===== config.mk =====
export PLATFORM = sky130hd
export DESIGN_NAME = bus_slave_port
export DESIGN_NICKNAME = d
export VERILOG_FILES = /design/src/rtl/bus_pkg.sv /design/src/rtl/serial_shift_in.sv /design/src/rtl/bus_slave_port.sv
export SDC_FILE = /design/constraint.sdc
export NUM_CORES = 1
export LEC_CHECK = 0
export BUFFER_PORTS_ARGS = -buffer_cell sky130_fd_sc_hd__buf_4
export CORE_ASPECT_RATIO = 1.75
export CORE_MARGIN = 4
export CORE_UTILIZATION = 40
export CTS_CLUSTER_DIAMETER = 30
export CTS_CLUSTER_SIZE = 30
export DETAILED_ROUTE_END_ITERATION = 16
export PLACE_DENSITY = 0.57
export SYNTH_ARGS = -nofsm -noshare
export SYNTH_HDL_FRONTEND = slang
export SYNTH_HIERARCHICAL = 1
export SYNTH_SLANG_ARGS = --single-unit

===== constraint.sdc =====
create_clock -name clock -period 2.2 [get_ports clock]
set_input_delay 0.11 -clock clock [delete_from_list [all_inputs] [get_ports clock]]
set_output_delay 0.11 -clock clock [all_outputs]
set_load 0.02 [all_outputs]

===== src/rtl/bus_pkg.sv =====
// Shared bus definitions: field widths, slave FSM encoding, burst length.
package bus_pkg;

  localparam int ADDR_BITS  = 14;
  localparam int DATA_BITS  = 8;
  localparam int BURST_BITS = 3;

  typedef enum logic [3:0] {
    IDLE,
    ADDR,
    WR,
    RD_REQ,
    RD_WAIT,
    RD_TX,
    BST_WAIT,
    BST_DATA,
    DRAIN
  } state_t;

  function automatic logic [9:0] burst_len(
    input logic [BURST_BITS-1:0] code
  );
    return 10'd4 << code;
  endfunction

endpackage


===== src/rtl/serial_shift_in.sv =====
// MSB-first serial deserialiser; q already includes the bit on bit_in,
// so the full word is usable on the same edge that samples its last bit.
module serial_shift_in #(
  parameter int W = 8
) (
  input  logic         clock,
  input  logic         reset,
  input  logic         shift_en,
  input  logic         bit_in,
  output logic [W-1:0] q
);

  logic [W-2:0] r;

  assign q = {r, bit_in};

  always_ff @(posedge clock) begin
    if (reset) begin
      r <= '0;
    end else if (shift_en) begin
      r <= q[W-2:0];
    end
  end

endmodule


===== src/rtl/bus_slave_port.sv =====
// Slave endpoint of the serial bus: frame decode, single/burst writes,
// single reads serialised back to the master.
module bus_slave_port
  import bus_pkg::*;
#(
  parameter logic [1:0] SLAVE_ID = 2'd0,
  parameter int         MEM_AW   = 12
) (
  input  logic              clock,
  input  logic              reset,
  input  logic              valid,
  input  logic              write_en,
  input  logic              addr_rx,
  input  logic              data_rx,
  input  logic              burst_rx,
  output logic              slave_ready,
  output logic              slave_valid,
  output logic              data_tx,
  output logic              slave_busy,
  output logic [MEM_AW-1:0] mem_addr,
  output logic [7:0]        mem_wdata,
  output logic              mem_we,
  output logic              mem_re,
  input  logic [7:0]        mem_rdata
);

  localparam logic [MEM_AW-1:0] ADDR_ONE = 1;

  state_t                state;
  logic [3:0]            cnt;
  logic                  we_q;
  logic                  need_low;
  logic [BURST_BITS-1:0] code_q;
  logic [9:0]            beat;
  logic [DATA_BITS-1:0]  rd_sh;

  logic [ADDR_BITS-1:0]  addr_full;
  logic [DATA_BITS-1:0]  data_full;
  logic [BURST_BITS-1:0] code_full;
  logic                  in_addr;
  logic                  a_en;
  logic                  d_en;
  logic                  b_en;

  assign in_addr = (state == ADDR);
  assign a_en    = in_addr;
  assign d_en    = (in_addr && cnt >= 4'd6) || (state == BST_DATA);
  assign b_en    = in_addr && cnt >= 4'd11;

  serial_shift_in #(.W(ADDR_BITS)) u_addr (
    .clock    (clock),
    .reset    (reset),
    .shift_en (a_en),
    .bit_in   (addr_rx),
    .q        (addr_full)
  );

  serial_shift_in #(.W(DATA_BITS)) u_data (
    .clock    (clock),
    .reset    (reset),
    .shift_en (d_en),
    .bit_in   (data_rx),
    .q        (data_full)
  );

  serial_shift_in #(.W(BURST_BITS)) u_burst (
    .clock    (clock),
    .reset    (reset),
    .shift_en (b_en),
    .bit_in   (burst_rx),
    .q        (code_full)
  );

  assign slave_busy = (state != IDLE);

  // need_low blocks a new frame until valid has been seen low
  always_ff @(posedge clock) begin
    if (reset) begin
      state       <= IDLE;
      cnt         <= '0;
      we_q        <= 1'b0;
      need_low    <= 1'b0;
      code_q      <= '0;
      beat        <= '0;
      rd_sh       <= '0;
      slave_ready <= 1'b0;
      slave_valid <= 1'b0;
      data_tx     <= 1'b0;
      mem_addr    <= '0;
      mem_wdata   <= '0;
      mem_we      <= 1'b0;
      mem_re      <= 1'b0;
    end else begin
      mem_we      <= 1'b0;
      mem_re      <= 1'b0;
      slave_valid <= 1'b0;
      data_tx     <= 1'b0;
      if (!valid) need_low <= 1'b0;
      unique case (state)
        IDLE: begin
          if (valid && !need_low) begin
            state <= ADDR;
            cnt   <= '0;
          end
        end
        ADDR: begin
          cnt <= cnt + 4'd1;
          if (cnt == 4'd0) we_q <= write_en;
          if (cnt != 4'd13) begin
            if (!valid) state <= IDLE;
          end else begin
            code_q   <= code_full;
            beat     <= 10'd1;
            mem_addr <= addr_full[MEM_AW-1:0];
            if (addr_full[13:12] != SLAVE_ID) begin
              state <= DRAIN;
            end else if (we_q) begin
              state     <= WR;
              mem_we    <= 1'b1;
              mem_wdata <= data_full;
            end else begin
              state  <= RD_REQ;
              mem_re <= 1'b1;
            end
          end
        end
        WR: begin
          if (code_q != '0 && beat != burst_len(code_q)) begin
            state       <= BST_WAIT;
            slave_ready <= 1'b1;
          end else begin
            state    <= IDLE;
            need_low <= valid;
          end
        end
        RD_REQ: state <= RD_WAIT;
        RD_WAIT: begin
          rd_sh       <= mem_rdata;
          slave_valid <= 1'b1;
          cnt         <= '0;
          state       <= RD_TX;
        end
        RD_TX: begin
          if (cnt == 4'd8) begin
            state    <= IDLE;
            need_low <= valid;
          end else begin
            data_tx <= rd_sh[7];
            rd_sh   <= {rd_sh[6:0], 1'b0};
            cnt     <= cnt + 4'd1;
          end
        end
        BST_WAIT: begin
          if (valid) begin
            state       <= BST_DATA;
            slave_ready <= 1'b0;
            cnt         <= '0;
          end
        end
        BST_DATA: begin
          if (!valid) begin
            state <= IDLE;
          end else begin
            cnt <= cnt + 4'd1;
            if (cnt == 4'd7) begin
              mem_we    <= 1'b1;
              mem_addr  <= mem_addr + ADDR_ONE;
              mem_wdata <= data_full;
              beat      <= beat + 10'd1;
              state     <= WR;
            end
          end
        end
        DRAIN: begin
          if (!valid) state <= IDLE;
        end
        default: state <= IDLE;
      endcase
    end
  end

endmodule

==> results of run 1 <==
routing by layer:
| metal | GRT usage (%) | wire length (um) |
|---|---|---|
| met1 | 19.4 | 3950 |
| met5 | 0 | 0 |
| met2 | 28.3 | 4830 |
| met3 | 2.90 | 327 |
| met4 | 8.01 | 220 |
cells in the final DEF (no fill, tap or decap), types with 3 or more instances in the layout:
cell type   n
a211oi_1    4
a21oi_1    33
a2bb2oi_1   3
a31oi_1     3
and2_1      4
and3_1      4
and3b_1     3
buf_4      60
clkbuf_16   9
dfxtp_1    78
ha_1        7
inv_1      10
mux2i_1    40
nand2_1    30
nand2b_1    6
nand3_1    12
nand3b_1    3
nand4_1     7
nand4b_1    3
nor2_1     77
nor2b_1     6
nor3_1      8
nor3b_1     3
o21ai_0    16
o21ai_1     6
o31ai_1     4
or3_1       3
xnor2_1     4
xor2_1      4
worst max-delay path, stage by stage, from the launching register on:
cell,delay [ps]
dfxtp_1,350
or4b_4,660
nor4_4,260
a21o_1,190
buf_12,140
mux2i_1,180
nor2_1,50
worst max-delay path by stage:
| stage | start | to | slack [ps] | depth (start not counted) |
|---|---|---|---|---|
| after detailed placement | code_q[1] | state[1] | 190 | 6 |
| after global placement | code_q[1] | state[1] | 170 | 6 |
| after global routing | state[2] | mem_wdata[5] | 30 | 6 |
| after CTS | code_q[1] | need_low | 170 | 6 |
| after floorplan | state[2] | mem_wdata[2] | 310 | 7 |
| final | state[2] | mem_wdata[6] | 210 | 6 |
power by group through the flow:
stage	sequential, mW	combinational (mW)	clock (mW)
2_1_floorplan	1.46	0.115	0
3_3_place_gp	1.46	0.151	0
3_5_place_dp	1.46	0.152	0
4_1_cts	1.43	0.152	1.40
5_1_grt	1.43	0.164	1.47
6_report	1.43	0.149	1.37
area by class of cell:
class | count | area [um^2]
Clock buffer | 11 | 243
Clock inverter | 5 | 35.0
Fill cell | 947 | 4870
Inverter | 11 | 41.3
Multi-Input combinational cell | 332 | 2140
Sequential cell | 78 | 1560
Tap cell | 122 | 153
Timing Repair Buffer | 62 | 490
what timing repair did:
item                                   in CTS  in global routing
endpoints found under the hold margin       0                  0
resized for setup                           0                  1
setup endpoints to repair                   0                  4
flip-flops by register name (all words and copies together), names as in the netlist:
| register | count |
|---|---|
| need_low | 1 |
| u_data/r | 7 |
| mem_we | 1 |
| mem_wdata | 8 |
| cnt | 4 |
| beat | 10 |
| state | 4 |
| we_q | 1 |
| data_tx | 1 |
| u_burst/r | 2 |
| slave_valid | 1 |
| mem_addr | 12 |
| mem_re | 1 |
| rd_sh | 8 |
| u_addr/r | 13 |
| slave_ready | 1 |
| code_q | 3 |
kinds of logic (layout without fill, tap and decap cells):
family                     Yosys count  after routing
adders and majority gates            7              7
AOI/OAI and AO/OA                   91             91
and+or+nand+nor                    185            185
xor gates and xnor gates             8              8
muxes                               41             41
DFF                                 78             78
buffers and inverters               45             89
synth_stat cells, types with 3 or more instances:
cell,number
a211oi_1,4
a21oi_1,33
a2bb2oi_1,3
a31oi_1,3
and2_1,4
and3_1,4
and3b_1,3
buf_2,4
buf_4,4
buf_6,6
clkbuf_1,19
dfxtp_1,78
ha_1,7
inv_1,10
mux2i_1,40
nand2_1,30
nand2b_1,6
nand3_1,12
nand3b_1,3
nand4_1,7
nand4b_1,3
nor2_1,77
nor2b_1,6
nor3_1,8
nor3b_1,3
o21ai_0,16
o21ai_1,6
o31ai_1,4
or3_1,3
xnor2_1,4
xor2_1,4
through the flow:
stage          std cells  area [um^2]  setup WS (ps)  power (mW)
2_1_floorplan        455         3940            312        1.57
5_1_grt              621         4660           28.4        3.06
6_report             621         4660            209        2.95
3_5_place_dp         605         4380            193        1.61
4_1_cts              621         4660            169        2.98
3_3_place_gp         605         4380            174        1.61
==> reports/results.txt, run 1 <==
critical setup path kind: register to register
CTS tree: built
Setup crit end kind: register
Post-Syn Area: 3940 um^2
CTS sink cnt: 78
Final HPWL DP: 6640 um
register-to-register path setup slack: 210 ps
Int Pwr: 2.28 mW
largest family of logic cells by synthesized area: simple AND/OR/NAND/NOR gates
Final Core Density: 48.9%
min cycle time layout: 1990 ps
Post-Synth Simple-Gate Area: 24.6%
final WL: 9330 um
Core Region: 9530 um^2
Hold Crit Endpoint: mem_wdata[0]
final hold violation count: 0
post-synthesis mux area share: 10.4%
Port-buffer cells: 40
Worst EP required: 2390 ps
GPL Wtd Cong: 0.830
EDFF count, synth: 0
# H-tree levels: 3
leading area contributor after synthesis: dfxtp_1
area grow syn2layout: 18.3%
initial antenna violation count: 0
layout cells sized above 1: 18.0%
clk_skew: 9.56 ps
worst-margin pin slew: 748 ps
synth unique cells: 61
total gr overflow: 0
Worst EP arrival: 2180 ps
drt drc: 0
effective utilization at floorplan: 41.4%
row cnt: 47
vias in the first global route: 3252
drt first pass iters: 4
synth top area cells: dfxtp_1 (40%), mux2i_1 (10%), nor2_1 (7.3%), a21oi_1 (4.2%), nand2_1 (2.9%)
hold path depth: 3
Async S/R FF share, synth: 0%
clock buffer depth: 2
Antenna Nets Post-Route: 0
FMAX: 502 MHz
Post CTS Setup Buffer Count: 0
status: finished clean
Switching Fraction: 22.8%
clk root buf: clkbuf_16
final setup fails: 0
Cell Pwr Density: 632 nW/um^2
Initial DRC Count: 219
Post-CTS Hold Buffers: 0
P_sw: 0.671 mW
final net count: 516
GRT Total Usage: 16.4%
Slew headroom: 50.2%
Synthesized Nets: 477
die area: 11600 um^2
CP startpoint kind: register
Compound-Gate Fraction of Synth Area: 15.0%
RSZ-0062 raised after global routing: false
setup_tns: 0 ps
synth warn: 6
Worst VDD drop: 0.506 mV
n_diodes: 0
WL/cell: 15.0 um
Crit Path Max Fanout: 13
Final Cycle Share: 90.5%
Comb power frac: 5.1%
Clk Latency, worst-skew pair: 340 ps
synthesized flop and latch total: 78
sequential fraction of the synthesis area: 39.6%
first-pass GRT wire length: 15700 um
Synth Area per Inst: 8.66 um^2
Synth Flop Type: dfxtp_1
post-synth top area share: 39.6%
chip height: 139 um
vias per cell: 5.34
hold path start: data_rx
Mapped Cells: 455
Ports: 41
xor/xnor share of the synthesized area: 1.78%
largest net degree at the start of global routing: 76
clk slew on worst S/H paths: 60 ps
via count of the routed design: 3315
RR Startpoint: state[2]
R2R Path End: mem_wdata[6]
Seq pwr share: 48.4%
Post-Synth Adder-Cell Area: 2.22%
r2r worst-path depth: 6
clock group share of total power: 46.5%
worst hold path class: primary input to register
TritonCTS Buffers: 9
max-cap viol count: 0
die width: 83.0 um
Slew Limit Fails: 0
Leak: 1.74 nW
hold slack: 17.4 ps
(Power assumes the default switching activity.)
==> run 2, diff against run 1 <==
==> constraint.sdc (replaced) <==
create_clock -name clock -period 2.5 [get_ports clock]
set_input_delay 0.125 -clock clock [delete_from_list [all_inputs] [get_ports clock]]
set_output_delay 0.125 -clock clock [all_outputs]
set_load 0.02 [all_outputs]
==> reports/results.txt, run 2 (synthesized netlist as in run 1, its figures left out) <==
status: finished clean
Slew Limit Fails: 0 (unchanged)
Post-CTS Hold Buffers: 0 (unchanged)
placed instance area: 4280 um^2 (-2.3%)
die width: 83.0 um (unchanged)
first-pass GRT wire length: 15800 um (+0.88%)
effective utilization at floorplan: 41.4% (unchanged)
clk slew on worst S/H paths: 60 ps (about the same)
final net count: 506 (-1.9%)
Worst EP required: 2690 ps (+300 ps)
Crit Path Max Fanout: 13 (unchanged)
worst hold path class: primary input to register
area grow syn2layout: 16.1%
CTS sink cnt: 78 (unchanged)
Final Core Density: 48.0% (-0.88 points)
chip height: 139 um (unchanged)
Top reg by flops: u_addr/r
worst-margin pin slew: 837 ps (+89.1 ps)
CP Cell Sequence: or4b_4, nor4_4, a21o_1, mux2i_1, nor2_1
GRT Total Usage: 16.6% (+0.23 points)
Pwr Total: 2.66 mW (-9.8%)
post-placement cell count: 595 (-1.7%)
total gr overflow: 0 (unchanged)
Port-buffer cells: 40 (unchanged)
drt drc: 0 (unchanged)
largest net degree at the start of global routing: 76 (unchanged)
hold slack: 31.1 ps (+13.7 ps)
Antenna Nets Post-Route: 0 (unchanged)
Cell Pwr Density: 581 nW/um^2 (-8.1%)
final hold violation count: 0 (unchanged)
layout cells sized above 1: 16.6% (-1.5 points)
most frequent cells in the layout: dfxtp_1 (78), nor2_1 (77), buf_4 (52)
CP max-delay cell: or4b_4
Setup crit end kind: register
CP max stage delay: 650 ps (about the same)
FMAX: 459 MHz (-8.5%)
RSZ-0062 raised after global routing: false
die area: 11600 um^2 (unchanged)
clock buffer depth: 2 (unchanged)
n_diodes: 0 (unchanged)
vias per cell: 5.41 (+1.4%)
drt first pass iters: 4 (unchanged)
Worst VDD drop: 0.384 mV (-24%)
Final WS setup: 323 ps (+115 ps)
setup_tns: 0 ps (unchanged)
Slew headroom: 44.2% (-5.9 points)
clk_skew: 9.49 ps (-0.0695 ps)
GPL Wtd Cong: 0.856 (+3.0%)
clk root buf: clkbuf_16
max-cap viol count: 0 (unchanged)
via count of the routed design: 3307 (-0.24%)
# H-tree levels: 3 (unchanged)
Leak: 1.68 nW (-3.0%)
initial antenna violation count: 0 (unchanged)
Initial DRC Count: 289 (+32%)
min cycle time layout: 2180 ps (+185 ps)
CP startpoint kind: register
dpl ws: 322 ps (+129 ps)
biggest regs: u_addr/r x13, mem_addr x12, beat x10
Clk Latency, worst-skew pair: 330 ps (about the same)
critical setup path kind: register to register
Ports: 41 (unchanged)
Core Region: 9530 um^2 (unchanged)
WL/cell: 15.4 um (+2.6%)
post-CTS sizing: 0 (unchanged)
Non-Filler Instances: 611 (-1.6%)
Post CTS Setup Buffer Count: 0 (unchanged)
final setup fails: 0 (unchanged)
CTS tree: built
Final HPWL DP: 6720 um (+1.2%)
design area: 4580 um^2 (-1.8%)
filler instances: 978 (+3.3%)
Worst EP arrival: 2370 ps (+190 ps)
commonest non-fill, non-tap cell in the layout: dfxtp_1
row cnt: 47 (unchanged)
vias in the first global route: 3230 (-0.68%)
TritonCTS Buffers: 9 (unchanged)
max FFs per register: 13 (unchanged)
final WL: 9420 um (+0.94%)
Final Cycle Share: 87.1% (-3.4 points)
[run 2: cell count changes in the layout (fill, tap and decap cells not counted), sizes merged]
cell,previous run,this run
inv,11,12
clkinvlp,1,2
buf,62,52
clkbuf,11,12
clkinv,4,1
[run 2: path summary, 6_finish.rpt]
check                    start            to  slack (ps)  depth (start not counted)
setup / recovery      state[2]  mem_wdata[6]         320                          5
hold / removal        write_en          we_q          30                          3
setup reg to reg      state[2]  mem_wdata[6]         320                          5
hold reg to reg   u_burst/r[1]     code_q[2]         470                          2
[run 2: cell type report]
class                           count  area (um^2)  share of cell area [%]
Multi-Input combinational cell    332         2130                    46.7
Sequential cell                    78         1560                    34.1
Timing Repair Buffer               52          390                    8.53
Clock buffer                       12          267                    5.82
Tap cell                          122          153                    3.34
Inverter                           11         41.3                   0.902
Clock inverter                      4         28.8                   0.629
[run 2: report_power, final]
part | switching [mW] | leakage [nW] | internal (mW)
clock network | 0.516 | 0.141 | 0.755
registers | 0.00610 | 0.629 | 1.25
logic | 0.0782 | 0.914 | 0.0545
[run 2: worst max-delay path, delay by kind of cell (launching register included)]
kind               cells  cell delay (ps)
AOI/OAI and AO/OA      1              450
DFF                    1              310
muxes                  1              240
and+or+nand+nor        3             1030
[run 2: per-layer routing]
metal | track usage [%] | vias up | share of wire, %
met5 | 0 | - | 0
met4 | 7.67 | 0 | 2.5
met1 | 19.2 | 1573 | 42
met3 | 3.19 | 20 | 3.0
met2 | 29.3 | 52 | 53
li1 | - | 1662 | -
